**config.mk**
```make
export PLATFORM = sky130hd
export DESIGN_NAME = regcfg_shadow
export DESIGN_NICKNAME = d
export VERILOG_FILES = /design/src/rtl/hwpe_cfg_pkg.sv /design/src/rtl/regcfg_basefile.sv /design/src/rtl/regcfg_shadow.sv
export SDC_FILE = /design/constraint.sdc
export NUM_CORES = 1
export LEC_CHECK = 0
export ABC_AREA = 1
export BUFFER_PORTS_ARGS = -buffer_cell sky130_fd_sc_hd__buf_2
export CORE_MARGIN = 8
export CORE_UTILIZATION = 43
export CTS_BUF_LIST = sky130_fd_sc_hd__clkbuf_8 sky130_fd_sc_hd__clkbuf_16
export DETAILED_ROUTE_END_ITERATION = 12
export HOLD_SLACK_MARGIN = 0.03
export PLACE_DENSITY = 0.74
export SLEW_MARGIN = 20
export SYNTH_ARGS = -nofsm -noshare
export SYNTH_HDL_FRONTEND = slang
export SYNTH_SLANG_ARGS = --single-unit
export TNS_END_PERCENT = 1
```
**constraint.sdc**
```tcl
create_clock -name clk -period 18.05 [get_ports clk]
set_input_delay 1.805 -clock clk [delete_from_list [all_inputs] [get_ports clk]]
set_output_delay 1.805 -clock clk [all_outputs]
set_load 0.01 [all_outputs]
```
**src/rtl/hwpe_cfg_pkg.sv**
```systemverilog
// Shared types and field layout for the matrix-MAC configuration block.
`ifndef FMEM_ADDR_WIDTH
`define FMEM_ADDR_WIDTH 16
`endif

package hwpe_cfg_pkg;

    typedef enum logic [1:0] {
        ST_IDLE     = 2'd0,
        ST_RUN      = 2'd1,
        ST_RUN_PEND = 2'd2
    } state_e;

    localparam int unsigned CFG_W        = 32;
    localparam int unsigned DIM_W        = 16;

    localparam int unsigned KSIZE_LSB    = 0;
    localparam int unsigned KSIZE_W      = 4;
    localparam int unsigned DTYPE_LSB    = 4;
    localparam int unsigned DTYPE_W      = 2;
    localparam int unsigned LTYPE_LSB    = 6;
    localparam int unsigned K333_LSB     = 7;
    localparam int unsigned ACCSH_LSB    = 8;
    localparam int unsigned ACCSH_W      = 5;
    localparam int unsigned KCNT_LSB     = 13;
    localparam int unsigned KCNT_W       = 10;

    // One complete job description: shadow, pending and active copies share it.
    typedef struct packed {
        logic [CFG_W-1:0] cfg0;
        logic [CFG_W-1:0] cfg1;
        logic [DIM_W-1:0] w_count;
        logic [DIM_W-1:0] h_count;
        logic [DIM_W-1:0] w_stride;
        logic [DIM_W-1:0] h_stride;
    } job_cfg_t;

endpackage

```
**src/rtl/regcfg_basefile.sv**
```systemverilog
// Feature-map base-address register file: wrapped pair write, NRD async read ports.
module regcfg_basefile #(
    parameter int unsigned FMEM_AW  = 16,
    parameter int unsigned NUM_BASE = 8,
    parameter int unsigned IDX_W    = $clog2(NUM_BASE),
    parameter int unsigned NRD      = 2
) (
    input  logic                   clk,
    input  logic                   rst,
    input  logic                   we,
    input  logic [IDX_W-1:0]       idx,
    input  logic [FMEM_AW-1:0]     wdata_lo,
    input  logic [FMEM_AW-1:0]     wdata_hi,
    input  logic [NRD*IDX_W-1:0]   ra,
    output logic [NRD*FMEM_AW-1:0] rdata
);

    logic [NUM_BASE-1:0][FMEM_AW-1:0] base_q;
    logic [NUM_BASE-1:0][FMEM_AW-1:0] base_d;
    logic [IDX_W-1:0]                 idx_hi;

    // Upper index wraps naturally because NUM_BASE is a power of two.
    assign idx_hi = idx + IDX_W'(1);

    // Next-state of the file: pair write to idx and idx+1.
    always_comb begin
        base_d = base_q;
        if (we) begin
            base_d[idx]    = wdata_lo;
            base_d[idx_hi] = wdata_hi;
        end
    end

    // Storage with asynchronous clear.
    always_ff @(posedge clk or posedge rst) begin
        if (rst) begin
            base_q <= '0;
        end else begin
            base_q <= base_d;
        end
    end

    // Read ports see the pre-write contents during a write cycle.
    always_comb begin
        rdata = '0;
        for (int unsigned i = 0; i < NRD; i++) begin
            rdata[i*FMEM_AW +: FMEM_AW] = base_q[ra[i*IDX_W +: IDX_W]];
        end
    end

endmodule

```
**src/rtl/regcfg_shadow.sv**
```systemverilog
// Shadowed configuration registers with one-deep start queue for the matrix-MAC engine.
module regcfg_shadow
    import hwpe_cfg_pkg::*;
#(
    parameter int unsigned DATA_W   = 32,
    parameter int unsigned FMEM_AW  = `FMEM_ADDR_WIDTH,
    parameter int unsigned NUM_BASE = 8,
    parameter int unsigned IDX_W    = $clog2(NUM_BASE),
    parameter int unsigned NRD      = 2
) (
    input  logic                   clk,
    input  logic                   rst,
    input  logic                   write_fmap_addrreg,
    input  logic                   write_cfgreg,
    input  logic                   matrixmac_st,
    input  logic [4:0]             rd,
    input  logic [DATA_W-1:0]      rs1_data,
    input  logic [DATA_W-1:0]      rs2_data,
    output logic                   st_stall,
    output logic                   engine_start,
    input  logic                   engine_done,
    output logic                   busy,
    output logic                   pending,
    output logic [15:0]            Conv_W_offset,
    output logic [15:0]            Conv_CH_count,
    output logic [3:0]             Kernel_size,
    output logic [1:0]             Data_type,
    output logic                   Layer_type,
    output logic                   Kernel_333,
    output logic [4:0]             AccReg_shift,
    output logic [9:0]             K_count,
    output logic [15:0]            W_count,
    output logic [15:0]            H_count,
    output logic [15:0]            W_stride,
    output logic [15:0]            H_stride,
    input  logic [NRD*IDX_W-1:0]   baseaddr_ra,
    output logic [NRD*FMEM_AW-1:0] baseaddr_rd
);

    state_e          state_q, state_d;
    job_cfg_t        shadow_q, shadow_d;
    job_cfg_t        pend_q, pend_d;
    job_cfg_t        act_q, act_d;
    job_cfg_t        new_job_c;
    logic            engine_start_q, engine_start_d;
    logic            busy_q, busy_d;
    logic            pending_q, pending_d;
    logic [31:0]     rs1_w;
    logic [31:0]     rs2_w;
    logic            unused_rd_hi;

    assign rs1_w = 32'(rs1_data);
    assign rs2_w = 32'(rs2_data);
    assign unused_rd_hi = ^rd;

    regcfg_basefile #(
        .FMEM_AW  (FMEM_AW),
        .NUM_BASE (NUM_BASE),
        .IDX_W    (IDX_W),
        .NRD      (NRD)
    ) u_basefile (
        .clk      (clk),
        .rst      (rst),
        .we       (write_fmap_addrreg),
        .idx      (rd[IDX_W-1:0]),
        .wdata_lo (FMEM_AW'(rs1_data)),
        .wdata_hi (FMEM_AW'(rs2_data)),
        .ra       (baseaddr_ra),
        .rdata    (baseaddr_rd)
    );

    // Start cannot be taken while a job is already queued, unless the running job retires now.
    assign st_stall = (state_q == ST_RUN_PEND) && matrixmac_st && !engine_done;

    // Job snapshot from the pre-write shadow cfg plus this cycle's operand dims.
    always_comb begin
        new_job_c          = shadow_q;
        new_job_c.w_count  = rs1_w[31:16];
        new_job_c.h_count  = rs1_w[15:0];
        new_job_c.w_stride = rs2_w[31:16];
        new_job_c.h_stride = rs2_w[15:0];
    end

    // Next-state: shadow update, job acceptance, queueing and promotion.
    always_comb begin
        state_d        = state_q;
        shadow_d       = shadow_q;
        pend_d         = pend_q;
        act_d          = act_q;
        engine_start_d = 1'b0;

        if (write_cfgreg) begin
            shadow_d.cfg0 = rs1_w;
            shadow_d.cfg1 = rs2_w;
        end

        unique case (state_q)
            ST_IDLE: begin
                if (matrixmac_st) begin
                    act_d          = new_job_c;
                    engine_start_d = 1'b1;
                    state_d        = ST_RUN;
                end
            end
            ST_RUN: begin
                if (engine_done && matrixmac_st) begin
                    act_d          = new_job_c;
                    engine_start_d = 1'b1;
                end else if (engine_done) begin
                    state_d = ST_IDLE;
                end else if (matrixmac_st) begin
                    pend_d  = new_job_c;
                    state_d = ST_RUN_PEND;
                end
            end
            ST_RUN_PEND: begin
                if (engine_done) begin
                    act_d          = pend_q;
                    engine_start_d = 1'b1;
                    if (matrixmac_st) begin
                        pend_d = new_job_c;
                    end else begin
                        state_d = ST_RUN;
                    end
                end
            end
            default: state_d = ST_IDLE;
        endcase

        busy_d    = (state_d != ST_IDLE);
        pending_d = (state_d == ST_RUN_PEND);
    end

    // All control and configuration state, cleared asynchronously.
    always_ff @(posedge clk or posedge rst) begin
        if (rst) begin
            state_q        <= ST_IDLE;
            shadow_q       <= '0;
            pend_q         <= '0;
            act_q          <= '0;
            engine_start_q <= 1'b0;
            busy_q         <= 1'b0;
            pending_q      <= 1'b0;
        end else begin
            state_q        <= state_d;
            shadow_q       <= shadow_d;
            pend_q         <= pend_d;
            act_q          <= act_d;
            engine_start_q <= engine_start_d;
            busy_q         <= busy_d;
            pending_q      <= pending_d;
        end
    end

    assign engine_start  = engine_start_q;
    assign busy          = busy_q;
    assign pending       = pending_q;
    assign Conv_W_offset = act_q.cfg0[31:16];
    assign Conv_CH_count = act_q.cfg0[15:0];
    assign Kernel_size   = act_q.cfg1[KSIZE_LSB +: KSIZE_W];
    assign Data_type     = act_q.cfg1[DTYPE_LSB +: DTYPE_W];
    assign Layer_type    = act_q.cfg1[LTYPE_LSB];
    assign Kernel_333    = act_q.cfg1[K333_LSB];
    assign AccReg_shift  = act_q.cfg1[ACCSH_LSB +: ACCSH_W];
    assign K_count       = act_q.cfg1[KCNT_LSB +: KCNT_W];
    assign W_count       = act_q.w_count;
    assign H_count       = act_q.h_count;
    assign W_stride      = act_q.w_stride;
    assign H_stride      = act_q.h_stride;

endmodule

```
==> flow_metrics.env <==
export IMPL_fin_worst_skew_ns=0.0119
export IMPL_seq_area_frac_synth_pct=49.9
export IMPL_grt_overflow_total=0
export IMPL_crit_type="in2out"
export IMPL_avgSynthCellArea_um2=7.37
export IMPL_grt_pass1_vias=17700
export IMPL_grt_max_degree=240
export IMPL_drc=0
export IMPL_timing_critical_path_required_ns=16.24
export IMPL_yosys_most_used_dff="dfrtp_1"
export IMPL_peakVddDrop_v=0.000102
export IMPL_cts_buffers=47
export IMPL_avgRoutedWirePerCell_um=17.5
export IMPL_route_antenna_remaining_nets=0
export IMPL_rsz0062_at_grt="no"
export IMPL_setup_violations=0
export IMPL_die_area_um2=57100
export IMPL_num_io_pins=236
export IMPL_initial_core_util_pct=43.6
export IMPL_final_hold_violation_count=0
export IMPL_min_period_ns=5.60
export IMPL_critPathMostFrequentCell="buf_4"
export IMPL_yosysTopAreaCell="dfrtp_1"
export IMPL_core_um2=49000
export IMPL_place_hpwl_um=41800
export IMPL_drive_above_1_share_pct=11.6
export IMPL_crit_path_top_delay_cell="buf_4"
export IMPL_drv_slew=0
export IMPL_cts_root_buf="clkbuf_16"
export IMPL_ys_warnings_count=0
export IMPL_crit_family="buffers and inverters"
export IMPL_die_y_um=239
export IMPL_synth_most_common_cell="nand2_1"
export IMPL_vias=19300
export IMPL_hold_class="reg2reg"
export IMPL_hold_buffers=0
export IMPL_cts_resized_gates=0
export IMPL_cp_cell_sequence="buf_4, buf_4, a21oi_1, o21ai_0, nand3_1, o21a_1, buf_2"
export IMPL_io_buffers=233
export IMPL_ff2ff_setup_slack_ns=15.42
export IMPL_cp_startpoint="baseaddr_ra[0]"
export IMPL_tightest_slew_ns=1.02
export IMPL_rows=81
export IMPL_syn_instance_count=2897
export IMPL_detail_route_iter0_violations=2413
export IMPL_finalNonFillerCells=3712
export IMPL_whs_ns=0.481
export IMPL_cp_start_kind="primary input"
export IMPL_setup_tns_final_ns=0
export IMPL_yosys_area_top_type_share_pct=49.9
export IMPL_synth_cell_types=23
export IMPL_clk_pin_slew_ns=0.06
export IMPL_maxSlewHeadroom_pct=32.0
export IMPL_post_cts_setup_buffers=0
export IMPL_cts_htree_levels=2
export IMPL_synth_edff_count=0
export IMPL_worst_path_largest_cell_delay_ns=0.77
export IMPL_clock_sinks=426
export IMPL_synth_nets=2979
export IMPL_powerDensity_nw_per_um2=137
export IMPL_track_usage_pct=22.4
export IMPL_via_per_inst=5.20
export IMPL_crit_fanout=102
export IMPL_dp_cells=3620
export IMPL_status="completed"
export IMPL_dr_pass1_iters=8
export IMPL_utilization_pct=49.7
export IMPL_die_x_um=239
export IMPL_cts_tree="built"
export IMPL_leakage_nw=12.5
export IMPL_rr_startpoint="state_q[0]"
export IMPL_clock_path_buffers=3
export IMPL_fin_crit_sh_pct=31.0
export IMPL_max_freq_mhz=178
export IMPL_cap_viol_max_count=0
export IMPL_worstHoldStart="u_basefile.base_q[81]"
export IMPL_grt_pass1_wl_um=102000
export IMPL_setup_worst_path_end_class="output port"
export IMPL_finalNetCount=3087
export IMPL_async_flop_share_pct=100
export IMPL_insertion_delay_ns=0.58
export IMPL_synth_seq_cells=426
export IMPL_cp_num_buf_inv=3
export IMPL_synthesis_area_um2=21400
export IMPL_synthTopCellsByCount="nand2_1 (1,110), dfrtp_1 (426), o21ai_0 (416)"
export IMPL_synthTopCellsByArea="dfrtp_1 (50%), nand2_1 (20%), o21ai_0 (9.7%)"
export IMPL_critical_path_arrival_ns=3.80
export IMPL_synthToLayoutAreaGrowth_pct=13.8
export IMPL_wirelength_um=64900
export IMPL_place_congestion=0.898
export IMPL_antenna_found_initial=5
-- worst register-to-register path, cell delays in order (launching register included) --
cell     delay (ns)
dfrtp_1        0.45
o21ai_2        0.25
nor3b_4        0.24
buf_4          0.52
buf_4          0.73
nand2_1        0.24
o21ai_0        0.12
-- layout by cell type, fill, tap and decap left out, drive strengths merged --
cell type,synthesis,layout
o21a,32,32
nand4,4,4
dfrtp,426,426
nand2,1114,1114
ha,1,1
o22ai,1,1
nand3,102,102
o211ai,64,64
clkinvlp,0,4
nor3b,1,1
bufinv,0,3
diode,0,7
a21oi,66,66
buf,95,257
nor2,22,22
nor4,1,1
clkbuf,103,58
inv,322,337
o21ai,543,543
clkinv,0,5
-- layout make-up --
| class | count | area, um2 |
|---|---|---|
| fillers | 4854 | 24600 |
| flip-flops and latches | 426 | 10700 |
| multi-input cells | 1951 | 8660 |
| repair buffers | 257 | 1380 |
| clock buffers | 58 | 1330 |
| inverters | 322 | 1220 |
| well taps | 664 | 831 |
| clock inverters | 27 | 223 |
| diodes | 7 | 17.5 |
-- metrics by stage --
stage / area, um2 / power [mW] / setup WS [ns]
finish: 24300 / 3.33 / 12.45
global route: 24300 / 3.56 / 12.37
CTS: 24300 / 3.37 / 12.57
detailed placement: 22700 / 2.39 / 12.58
global placement: 22700 / 2.36 / 12.59
floorplan: 21400 / 2.04 / 4.38
-- final timing paths --
path | end | cells after the start
worst min-delay path | u_basefile.base_q[81] | 2
worst min register to register | u_basefile.base_q[81] | 2
worst max-delay path | baseaddr_rd[9] | 7
max in group asynchronous | new_job_c[117] | 4
worst max register to register | Conv_CH_count[2] | 6
min in group asynchronous | pend_q[111] | 2
-- sequential cells by signal, summed over array words and instances, names as in the netlist, 2 cells and up --
signal / cells
Data_type: 2
u_basefile.base_q: 128
Conv_CH_count: 16
W_stride: 16
state_q: 2
pend_q: 119
Conv_W_offset: 16
K_count: 10
W_count: 16
new_job_c: 55
H_stride: 16
Kernel_size: 4
H_count: 16
AccReg_shift: 5
-- report_power, final --
part | total, mW | switching [mW] | leakage (nW) | internal (mW)
Clock | 0.964 | 0.401 | 0.804 | 0.563
Sequential | 1.42 | 0.165 | 5.43 | 1.26
Combinational | 0.950 | 0.632 | 6.25 | 0.317
-- kinds of logic after synthesis --
family,after synthesis,share of synthesized area (%)
AO/OA/AOI/OAI,706,17.7
adder cells (fa/ha/maj),1,0.0586
buffers and inverters,520,9.71
flip-flops,426,49.9
AND/OR/NAND/NOR,1244,22.6
-- per-layer routing --
layer  track usage [%]  part of all wire [%]  vias to the layer above
met2              33.0                    43                      832
li1                  -                     -                     9392
met3              5.00                   9.4                      136
met4              10.3                   4.4                        0
met1              31.2                    43                     8929
met5                 0                     0                        -
No activity file was read; power rests on OpenSTA's default activity.
